`src/rtl/tamper_response_ctrl.sv`:
```
// tamper_response_ctrl
// Fabric-side policy engine between the TAMPER macro event outputs and its
// response inputs. Each event is counted, classified by severity and turned
// into a response sequence.
//
// Ports
//   CLK, RESET_N              fabric clock, synchronous active-low reset
//   TAMPER_CHANGE_STROBE      event strobe; a held-high strobe is one event
//   DETECT_CATEGORY[3:0]      event category, reported on LAST_CATEGORY
//   DETECT_ATTEMPT/FAIL       counter increments for the event
//   MESH_SHORT_ERROR, CLK_ERROR, DIGEST_ERROR, POWERUP_DIGEST_ERROR,
//   SC_ROM_DIGEST_ERROR       severity flags
//   ARM                       1: responses enabled, 0: log only
//   SW_CLEAR                  release LOCKED and clear the counters
//   LOCKDOWN_ALL_N, DISABLE_ALL_IOS_N, TAMPER_RESET_N, ZEROIZE_N
//                             active-low responses, registered
//   ATTEMPT_CNT, FAIL_CNT     saturating 8-bit counters
//   LAST_CATEGORY             category of the most recent event
//   STATE                     0 IDLE, 1 RST_PULSE, 2 LOCKED, 3 ZEROIZE
//   EVENT_IRQ                 one-cycle pulse per captured event
//
// Timing: every input is registered once (stage 1). The capture edge follows
// that, and the response state/outputs change on the edge after the capture,
// i.e. two edges after the strobe is first sampled. SW_CLEAR runs through the
// same input stage, so a strobe and a SW_CLEAR driven in the same cycle meet
// at the capture edge, where the capture wins.
module tamper_response_ctrl #(
   parameter int ATTEMPT_RESET_THRESH = 4,
   parameter int FAIL_LOCK_THRESH     = 2,
   parameter int FAIL_ZEROIZE_THRESH  = 8,
   parameter int RESET_PULSE_CYCLES   = 16,
   parameter int ZEROIZE_ON_DIGEST    = 0
) (
   input  logic       CLK,
   input  logic       RESET_N,
   input  logic       TAMPER_CHANGE_STROBE,
   input  logic [3:0] DETECT_CATEGORY,
   input  logic       DETECT_ATTEMPT,
   input  logic       DETECT_FAIL,
   input  logic       MESH_SHORT_ERROR,
   input  logic       CLK_ERROR,
   input  logic       DIGEST_ERROR,
   input  logic       POWERUP_DIGEST_ERROR,
   input  logic       SC_ROM_DIGEST_ERROR,
   input  logic       ARM,
   input  logic       SW_CLEAR,
   output logic       LOCKDOWN_ALL_N,
   output logic       DISABLE_ALL_IOS_N,
   output logic       TAMPER_RESET_N,
   output logic       ZEROIZE_N,
   output logic [7:0] ATTEMPT_CNT,
   output logic [7:0] FAIL_CNT,
   output logic [3:0] LAST_CATEGORY,
   output logic [2:0] STATE,
   output logic       EVENT_IRQ
);

   // Encoding order equals escalation priority, so "upward only" is a compare.
   localparam logic [2:0] S_IDLE = 3'd0;
   localparam logic [2:0] S_RST  = 3'd1;
   localparam logic [2:0] S_LOCK = 3'd2;
   localparam logic [2:0] S_ZERO = 3'd3;

   localparam logic [7:0] ATT_RST_T  = 8'(ATTEMPT_RESET_THRESH);
   localparam logic [7:0] FAIL_LCK_T = 8'(FAIL_LOCK_THRESH);
   localparam logic [7:0] FAIL_ZER_T = 8'(FAIL_ZEROIZE_THRESH);
   localparam logic [7:0] PULSE_LOAD = 8'(RESET_PULSE_CYCLES - 1);
   localparam bit         ZOD_EN     = (ZEROIZE_ON_DIGEST != 0);

   // Stage-1 input registers. flags_q: [6] attempt [5] fail [4] mesh
   // [3] clk [2] digest [1] powerup digest [0] sc rom digest
   logic       strobe_q, strobe_prev, arm_q, sw_clear_q;
   logic [3:0] cat_q;
   logic [6:0] flags_q;

   // Flags and ARM as seen at the capture edge, used for classification.
   logic [4:0] evt_flags;
   logic       evt_arm;

   logic [7:0] pulse_cnt, pulse_next;
   logic [7:0] att_base, att_next, fail_base, fail_next;
   logic [2:0] target, state_next;
   logic       capture, zero_hit, lock_hit, rst_hit, escalate, sw_release, rst_exit;

   assign capture = strobe_q & ~strobe_prev;

   // Counters are already post-increment here: classification happens the
   // cycle after capture, which is when EVENT_IRQ is high.
   always_comb begin
      zero_hit = evt_flags[4] | evt_flags[0] | (evt_flags[2] & ZOD_EN) | (FAIL_CNT >= FAIL_ZER_T);
      lock_hit = evt_flags[3] | evt_flags[2] | evt_flags[1] | (FAIL_CNT >= FAIL_LCK_T);
      rst_hit  = (ATTEMPT_CNT >= ATT_RST_T);
      target   = S_IDLE;
      if (evt_arm) begin
         if (zero_hit)      target = S_ZERO;
         else if (lock_hit) target = S_LOCK;
         else if (rst_hit)  target = S_RST;
      end
   end

   always_comb begin
      escalate   = EVENT_IRQ && (target > STATE);
      state_next = STATE;
      case (STATE)
         S_IDLE: if (escalate) state_next = target;
         S_RST: begin
            if (escalate)            state_next = target;
            else if (pulse_cnt == 0) state_next = S_IDLE;
         end
         S_LOCK: begin
            // Release only while the persistent fault flags are clear.
            if (escalate)
               state_next = target;
            else if (sw_clear_q && !capture && !flags_q[3] && !flags_q[2] && !flags_q[1])
               state_next = S_IDLE;
         end
         S_ZERO:  state_next = S_ZERO;
         default: state_next = S_IDLE;
      endcase

      sw_release = (STATE == S_LOCK) && (state_next == S_IDLE);
      rst_exit   = (STATE == S_RST)  && (state_next == S_IDLE);

      pulse_next = pulse_cnt;
      if (state_next == S_RST && STATE != S_RST) pulse_next = PULSE_LOAD;
      else if (STATE == S_RST && pulse_cnt != 0) pulse_next = pulse_cnt - 8'd1;

      // Clears apply first so a capture on the same edge still counts.
      att_base  = (rst_exit || sw_release) ? 8'd0 : ATTEMPT_CNT;
      fail_base = sw_release ? 8'd0 : FAIL_CNT;
      att_next  = att_base;
      fail_next = fail_base;
      if (capture && flags_q[6] && att_base  != 8'hFF) att_next  = att_base  + 8'd1;
      if (capture && flags_q[5] && fail_base != 8'hFF) fail_next = fail_base + 8'd1;
   end

   always_ff @(posedge CLK) begin
      if (!RESET_N) begin
         strobe_q          <= 1'b0;
         strobe_prev       <= 1'b0;
         arm_q             <= 1'b0;
         sw_clear_q        <= 1'b0;
         cat_q             <= 4'd0;
         flags_q           <= 7'd0;
         evt_flags         <= 5'd0;
         evt_arm           <= 1'b0;
         pulse_cnt         <= 8'd0;
         ATTEMPT_CNT       <= 8'd0;
         FAIL_CNT          <= 8'd0;
         LAST_CATEGORY     <= 4'd0;
         STATE             <= S_IDLE;
         EVENT_IRQ         <= 1'b0;
         LOCKDOWN_ALL_N    <= 1'b1;
         DISABLE_ALL_IOS_N <= 1'b1;
         TAMPER_RESET_N    <= 1'b1;
         ZEROIZE_N         <= 1'b1;
      end else begin
         strobe_q    <= TAMPER_CHANGE_STROBE;
         strobe_prev <= strobe_q;
         arm_q       <= ARM;
         sw_clear_q  <= SW_CLEAR;
         cat_q       <= DETECT_CATEGORY;
         flags_q     <= {DETECT_ATTEMPT, DETECT_FAIL, MESH_SHORT_ERROR, CLK_ERROR,
                         DIGEST_ERROR, POWERUP_DIGEST_ERROR, SC_ROM_DIGEST_ERROR};
         EVENT_IRQ   <= capture;
         if (capture) begin
            LAST_CATEGORY <= cat_q;
            evt_flags     <= flags_q[4:0];
            evt_arm       <= arm_q;
         end
         ATTEMPT_CNT       <= att_next;
         FAIL_CNT          <= fail_next;
         pulse_cnt         <= pulse_next;
         STATE             <= state_next;
         LOCKDOWN_ALL_N    <= !(state_next == S_LOCK || state_next == S_ZERO);
         DISABLE_ALL_IOS_N <= !(state_next == S_LOCK || state_next == S_ZERO);
         TAMPER_RESET_N    <= (state_next != S_RST);
         ZEROIZE_N         <= (state_next != S_ZERO);
      end
   end

endmodule

```
`config.mk`:
```
export PLATFORM = sky130hd
export DESIGN_NAME = tamper_response_ctrl
export DESIGN_NICKNAME = d
export VERILOG_FILES = /design/src/rtl/tamper_response_ctrl.sv
export SDC_FILE = /design/constraint.sdc
export NUM_CORES = 1
export LEC_CHECK = 0
export ABC_AREA = 1
export CAP_MARGIN = 20
export CELL_PAD_IN_SITES_DETAIL_PLACEMENT = 0
export CELL_PAD_IN_SITES_GLOBAL_PLACEMENT = 1
export CORE_UTILIZATION = 41
export DETAILED_ROUTE_END_ITERATION = 10
export GPL_TIMING_DRIVEN = 0
export HOLD_SLACK_MARGIN = 0.12
export PLACE_DENSITY_LB_ADDON = 0.3
export SLEW_MARGIN = 20
export SYNTH_ARGS = -nofsm -noshare
export SYNTH_HDL_FRONTEND = slang
export SYNTH_SLANG_ARGS = --single-unit
```
`constraint.sdc`:
```
create_clock -name CLK -period 5.7 [get_ports CLK]
set_input_delay 0.57 -clock CLK [delete_from_list [all_inputs] [get_ports CLK]]
set_output_delay 0.57 -clock CLK [all_outputs]
set_load 0.01 [all_outputs]
```
==> flow_summary_export.csv, run 1 <==
group,metric,value,unit
placed_design,detailed_place_hpwl,4120,microns
yosys,synth_edf_count,0,
clock_tree,cts_tree,"done",
grt,antenna_found_initial,0,
yosys,ys_types,38,
die,dieHeight,83.90,microns
timing,period_share,0.6376,
clock_tree,cts_hold_buf,0,
worst_setup_path,r2r-start,"FAIL_CNT[3]$_SDFF_PN0_",
yosys,ys_seq_area_frac,0.4076,
die,die_area,7039,sq um
clock_tree,cts_buffer_depth,2,
timing,min_period,3.634,ns
worst_setup_path,cpMostUsedCell,"nand2_1",
hold_path,whs_endpoint,"EVENT_IRQ$_SDFF_PN0_",
routing,vias_per_cell,4.648,
power,ir_worst_vdd,0.1330,mV
worst_setup_path,worstSetupEndpointType,"flip-flop",
worst_setup_path,slowest_stage,"dfxtp_1",
timing,rsz0062_at_grt,"false",
die,rows,29,
yosys,ys.flop_type,"dfxtp_1",
yosys,syn_inst,376,
worst_setup_path,crit_required,5.92,ns
routing,routed_wl,5501,microns
timing,slew-limit-headroom,0.5613,
worst_setup_path,critPathLaunchType,"flip-flop",
routing,wl_per_cell,10.94,microns
die,initial_utilization,0.4282,
yosys,yosys-top-cells-area,"dfxtp_1, nand2_1, nor2_1",
routing,drc,3,
timing,whs,0.4151,ns
worst_setup_path,cp_max_fo,10,
final_layout,drive_gt1_frac,0.1197,
placed_design,port_buffers,42,
worst_setup_path,crit_buf_inv,3,
clock_tree,path_clk_slew,0.11,ns
timing,hold_viol,0,
yosys,syn_area,2750,sq um
yosys,syn_nets,398,
clock_tree,cts_setup_buffers,0,
yosys,ys_seq_elements,56,
run_status,outcome,"complete, but fails checks",
timing,setup_viol,0,
clock_tree,numCtsBuffers,5,
grt,grt_max_degree,19,
timing,worstMarginPinSlew,0.6580,ns
final_layout,syn_to_final_growth,22.11,%
yosys,netlist.area_leader.share,0.4076,
clock_tree,cts_root_buf,"clkbuf_8",
routing,postRouteAntennaNets,0,
yosys,yosys.area.top_type,"dfxtp_1",
worst_setup_path,crit_type,"reg2reg",
run,cap_violations,0,
placed_design,gp_congestion,0.7982,
final_layout,n_antenna_cell,0,
grt,grt.overflow.total,0,
hold_path,hold_depth,1,
grt,grt_pass1_vias,2124,
worst_setup_path,cpLargestDelayFamily,"simple AND/OR/NAND/NOR gates",
grt,grt_usage,0.1674,
die,io_pins,44,
worst_setup_path,r2r_setup_slack,2.07,ns
worst_setup_path,arrival,3.85,ns
clock_tree,cts.repair.resized,0,
die,die_w,83.90,microns
yosys,synthArstFlopShare,0,
routing,drt_iter0_markers,113,
hold_path,worstHoldStart,"strobe_prev$_SDFF_PN0_",
power,leakagePower,1.440,nW
worst_setup_path,r2r_end,"FAIL_CNT[3]$_SDFF_PN0_",
worst_setup_path,critPathMaxStageDelay,0.41,ns
timing,fmax,275.2,MHz
hold_path,hold_path_class,"reg2reg",
timing,drv_slew,0,
timing,clock_skew,0.005883,ns
routing,firstDrtPassIters,7,
timing,fin_tns_setup,0,ns
clock_tree,clk_latency,0.31,ns
power,powerDensity,205.9,nW/um^2
clock_tree,htreeDepth,2,
clock_tree,clock-sinks,56,
yosys,ys_warn_count,0,
final_layout,final_nets,447,
worst_setup_path,reg2reg_depth,28,
run_status,violations,"design-rule violations",
die,coreArea,6422,sq um
grt,grt_pass1_wl,9542,microns
routing,via_count,2338,
yosys,avgSynthCellArea,7.314,sq um
worst register-to-register path, delay by kind of cell (launching register included):
| family | cells | cell delay, ns |
|---|---|---|
| adders and majority gates | 2 | 0.54 |
| and+or+nand+nor | 23 | 2.32 |
| buffers and inverters | 3 | 0.26 |
| DFF | 1 | 0.41 |
power by group:
| part | total [mW] | internal (mW) | switching (mW) | leakage, nW |
|---|---|---|---|---|
| combinational | 0.0580 | 0.0271 | 0.0309 | 0.933 |
| sequential | 0.408 | 0.403 | 0.00572 | 0.458 |
| clock | 0.225 | 0.0885 | 0.137 | 0.0485 |
synth_stat cells, types with 2 or more instances:
| library cell | count |
|---|---|
| xor2_1 | 3 |
| buf_6 | 2 |
| xnor2_1 | 2 |
| nand2_4 | 2 |
| ha_1 | 6 |
| inv_2 | 3 |
| nand3_4 | 2 |
| a21oi_2 | 4 |
| nor2_4 | 3 |
| nand2_2 | 3 |
| nor2_2 | 9 |
| nor2_1 | 50 |
| nand3_2 | 4 |
| nand4_1 | 4 |
| o21ai_0 | 15 |
| nand2_1 | 96 |
| o21ai_1 | 2 |
| nand3_1 | 22 |
| inv_1 | 45 |
| clkbuf_1 | 7 |
| or2_2 | 3 |
| nand4_4 | 2 |
| dfxtp_1 | 56 |
| nor3_1 | 2 |
| a21oi_1 | 15 |
| a31oi_1 | 2 |
worst max-delay path by stage:
stage / start / end / depth (start not counted)
floorplan: FAIL_CNT[4]$_SDFF_PN0_ / FAIL_CNT[3]$_SDFF_PN0_ / 27
global placement: FAIL_CNT[3]$_SDFF_PN0_ / FAIL_CNT[3]$_SDFF_PN0_ / 28
detailed placement: FAIL_CNT[3]$_SDFF_PN0_ / FAIL_CNT[3]$_SDFF_PN0_ / 28
CTS: FAIL_CNT[3]$_SDFF_PN0_ / FAIL_CNT[3]$_SDFF_PN0_ / 28
global route: FAIL_CNT[3]$_SDFF_PN0_ / FAIL_CNT[0]$_SDFF_PN0_ / 25
finish: FAIL_CNT[3]$_SDFF_PN0_ / FAIL_CNT[3]$_SDFF_PN0_ / 28
layer usage:
metal,global-route usage,vias up,share of wire
met5,0,-,0
met2,0.2832,36,0.45
met4,0.05172,0,0.011
met1,0.2152,1023,0.50
li1,-,1273,-
met3,0.03165,6,0.032
cell families after synthesis:
family          synth area share
xor+xnor                 0.01593
flops                     0.4076
compound gates           0.08553
simple gates              0.3763
buf+inv                  0.08599
other cells             0.001364
fa+ha+maj                0.02730
area by class of cell:
type                       instances  area [sq um]
tap                               77         96.34
buffer                            10         56.30
timing repair buffer              42         420.4
fill                             654          3064
multi-input combinational        262          1393
sequential                        56          1121
clock buffer                       5         68.82
clock inverter                     3         22.52
inverter                          48         180.2
per-stage QoR:
stage	instance area, sq um	setup WS, ns	instances	util	total power [mW]
4_1_cts	3358	2.060	503	0.5229	0.7022
2_1_floorplan	2750	2.434	376	-	0.4506
5_1_grt	3358	1.644	503	0.5229	0.7292
6_report	3358	2.066	503	0.5229	0.6916
3_5_place_dp	3267	2.090	495	0.5087	0.4764
3_3_place_gp	3267	2.112	495	0.5087	0.4755
state kept, by name (all words and copies together) (netlist names), 3 cells and up:
register and cells:
flags_q 7, FAIL_CNT 8, ATTEMPT_CNT 8, evt_flags 5, STATE 3, LAST_CATEGORY 4
cat_q 4, pulse_cnt 8
cell usage in the layout, fill, tap and decap left out, drive strengths merged, types with 12 or more instances in the layout:
master         instances
nor2                  63
nand2                101
clkdlybuf4s50         42
a21oi                 19
dfxtp                 56
nand3                 28
inv                   49
o21ai                 18
clkbuf                12
(Power assumes the default switching activity.)
==> run 2, diff against run 1 <==
--- a/config.mk
+++ b/config.mk
@@ -9,7 +9,7 @@
 export CAP_MARGIN = 20
 export CELL_PAD_IN_SITES_DETAIL_PLACEMENT = 0
 export CELL_PAD_IN_SITES_GLOBAL_PLACEMENT = 1
-export CORE_UTILIZATION = 41
+export CORE_UTILIZATION = 38
 export DETAILED_ROUTE_END_ITERATION = 10
 export GPL_TIMING_DRIVEN = 0
 export HOLD_SLACK_MARGIN = 0.12
==> constraint.sdc (replaced) <==
create_clock -name CLK -period 3.6 [get_ports CLK]
set_input_delay 0.36 -clock CLK [delete_from_list [all_inputs] [get_ports CLK]]
set_output_delay 0.36 -clock CLK [all_outputs]
set_load 0.01 [all_outputs]
==> flow_summary_export.csv, run 2 (synthesis gave the netlist of run 1 again) <==
group,metric,value,unit
run_status,outcome,"completed",
grt,grt.overflow.total,0,
grt,grt_pass1_wl,9894,microns
timing,min_period,3.362,ns
die,die_w,87.07,microns
power,p_seq_frac,0.552,
grt,grt_max_degree,19,
clock_tree,cts_buffer_depth,2,
placed_design,port_buffers,42,
clock_tree,clk_latency,0.31,ns
worst_setup_path,crit_required,3.78,ns
timing,drv_slew,0,
final_layout,most-common-layout-cells,"nand2_1, dfxtp_1, nor2_1",
clock_tree,cts_tree,"done",
worst_setup_path,critPathLaunchType,"flip-flop",
grt,antenna_found_initial,0,
power,p_clk_frac,0.364,
grt,grt_usage,0.1673,
clock_tree,cts_hold_buf,0,
worst_setup_path,crit_buf_inv,4,
final_layout,final_nets,460,
final_layout,n_antenna_cell,0,
timing,hold_viol,0,
power,p_sw,0.2772,mW
routing,vias_per_cell,4.606,
clock_tree,clock-sinks,56,
hold_path,hold_path_class,"reg2reg",
grt,grt_pass1_vias,2157,
power,combinationalPowerShare,0.084,
worst_setup_path,cpMostUsedCell,"nand2_1",
routing,via_count,2464,
routing,routed_wl,5916,microns
power,ir_worst_vdd,0.1989,mV
worst_setup_path,arrival,3.55,ns
power,leakagePower,1.518,nW
worst_setup_path,r2r_setup_slack,0.24,ns
routing,drt_iter0_markers,143,
die,initial_utilization,0.3982,
die,io_pins,44,
worst_setup_path,critPathMaxStageDelay,0.32,ns
run,cap_violations,0,
routing,firstDrtPassIters,4,
worst_setup_path,crit_type,"reg2reg",
die,dieHeight,87.07,microns
power,sw_frac_of_total,0.2371,
final_layout,drive_gt1_frac,0.1936,
timing,setup_viol,0,
routing,wl_per_cell,11.06,microns
clock_tree,cts_root_buf,"clkbuf_8",
timing,worstMarginPinSlew,0.6991,ns
timing,fmax,297.4,MHz
power,p_int,0.8918,mW
clock_tree,numCtsBuffers,5,
worst_setup_path,slowest_stage,"dfxtp_1",
power,powerDensity,325.2,nW/um^2
final_layout,syn_to_final_growth,30.71,%
worst_setup_path,cp_max_fo,7,
placed_design,dpl_worst_slack,-0.03452,ns
die,die_area,7581,sq um
die,coreArea,6907,sq um
timing,finalWorstSetupSlack,0.2379,ns
die,rows,30,
timing,clock_skew,0.002628,ns
clock_tree,path_clk_slew,0.10,ns
placed_design,placed_cells,514,
final_layout,reg_top3,"ATTEMPT_CNT (8), FAIL_CNT (8), pulse_cnt (8)",
final_layout,final_common_cell,"nand2_1",
timing,slew-limit-headroom,0.5339,
final_layout,final_cells,535,
worst_setup_path,cpLargestDelayFamily,"simple AND/OR/NAND/NOR gates",
routing,postRouteAntennaNets,0,
placed_design,gp_congestion,0.8101,
final_layout,utilization,0.5205,
timing,whs,0.4171,ns
timing,period_share,0.9339,
placed_design,detailed_place_hpwl,4247,microns
routing,drc,0,
worst_setup_path,worstSetupEndpointType,"flip-flop",
clock_tree,htreeDepth,2,
## run 2: cell types whose count changed in the layout (fill, tap and decap cells not counted), moves of 4 or more
cell | before | now
ha_1 | 6 | 2
dfxtp_1 | 56 | 50
dfxtp_2 | 0 | 4
buf_4 | 1 | 14
nand2_2 | 3 | 7
nand2_1 | 96 | 92
## run 2: final cells by class
type	count	area (sq um)
Fill cell	722	3312
Multi-Input combinational cell	262	1464
Sequential cell	56	1134
Timing Repair Buffer	55	518.0
Inverter	48	182.7
Tap cell	96	120.1
Clock buffer	5	68.82
Buffer	10	60.06
Clock inverter	3	47.55
## run 2: final timing paths
check	cells after the start	to	startpoint
max reg2reg	27	ATTEMPT_CNT[5]$_SDFF_PN0_	evt_flags[1]$_SDFFE_PN0P_
min reg2reg	1	EVENT_IRQ$_SDFF_PN0_	strobe_prev$_SDFF_PN0_
min	1	EVENT_IRQ$_SDFF_PN0_	strobe_prev$_SDFF_PN0_
max	27	ATTEMPT_CNT[5]$_SDFF_PN0_	evt_flags[1]$_SDFFE_PN0P_
## run 2: through the flow
stage / cell area [sq um] / TNS [ns] / power, mW
4_1_cts: 3417 / 0 / 1.182
2_1_floorplan: 2750 / 0 / 0.7134
3_3_place_gp: 3291 / 0 / 0.7532
6_report: 3595 / 0 / 1.169
5_1_grt: 3595 / -0.2692 / 1.220
3_5_place_dp: 3291 / -0.05793 / 0.7551
## run 2: what timing repair did
item / 4_1_cts / 5_1_grt
endpoints found under the hold margin: 0 / 0
buffers inserted: 0 / 13
resized for setup: 2 / 26
setup endpoints to repair: 12 / 16
pin swaps: 0 / 5
## run 2: power by group through the flow
stage,Sequential (mW),Clock [mW],Combinational (mW)
5_1_grt,0.648,0.460,0.112
3_3_place_gp,0.661,0,0.0922
4_1_cts,0.647,0.441,0.0940
6_report,0.645,0.425,0.0984
2_1_floorplan,0.662,0,0.0517
3_5_place_dp,0.661,0,0.0940
## run 2: routing by layer
metal / vias to the layer above / global-route usage / part of all wire
met4: 0 / 0.06061 / 0.018
met3: 8 / 0.03318 / 0.036
li1: 1300 / - / -
met2: 49 / 0.2727 / 0.46
met1: 1107 / 0.2191 / 0.48
met5: - / 0 / 0
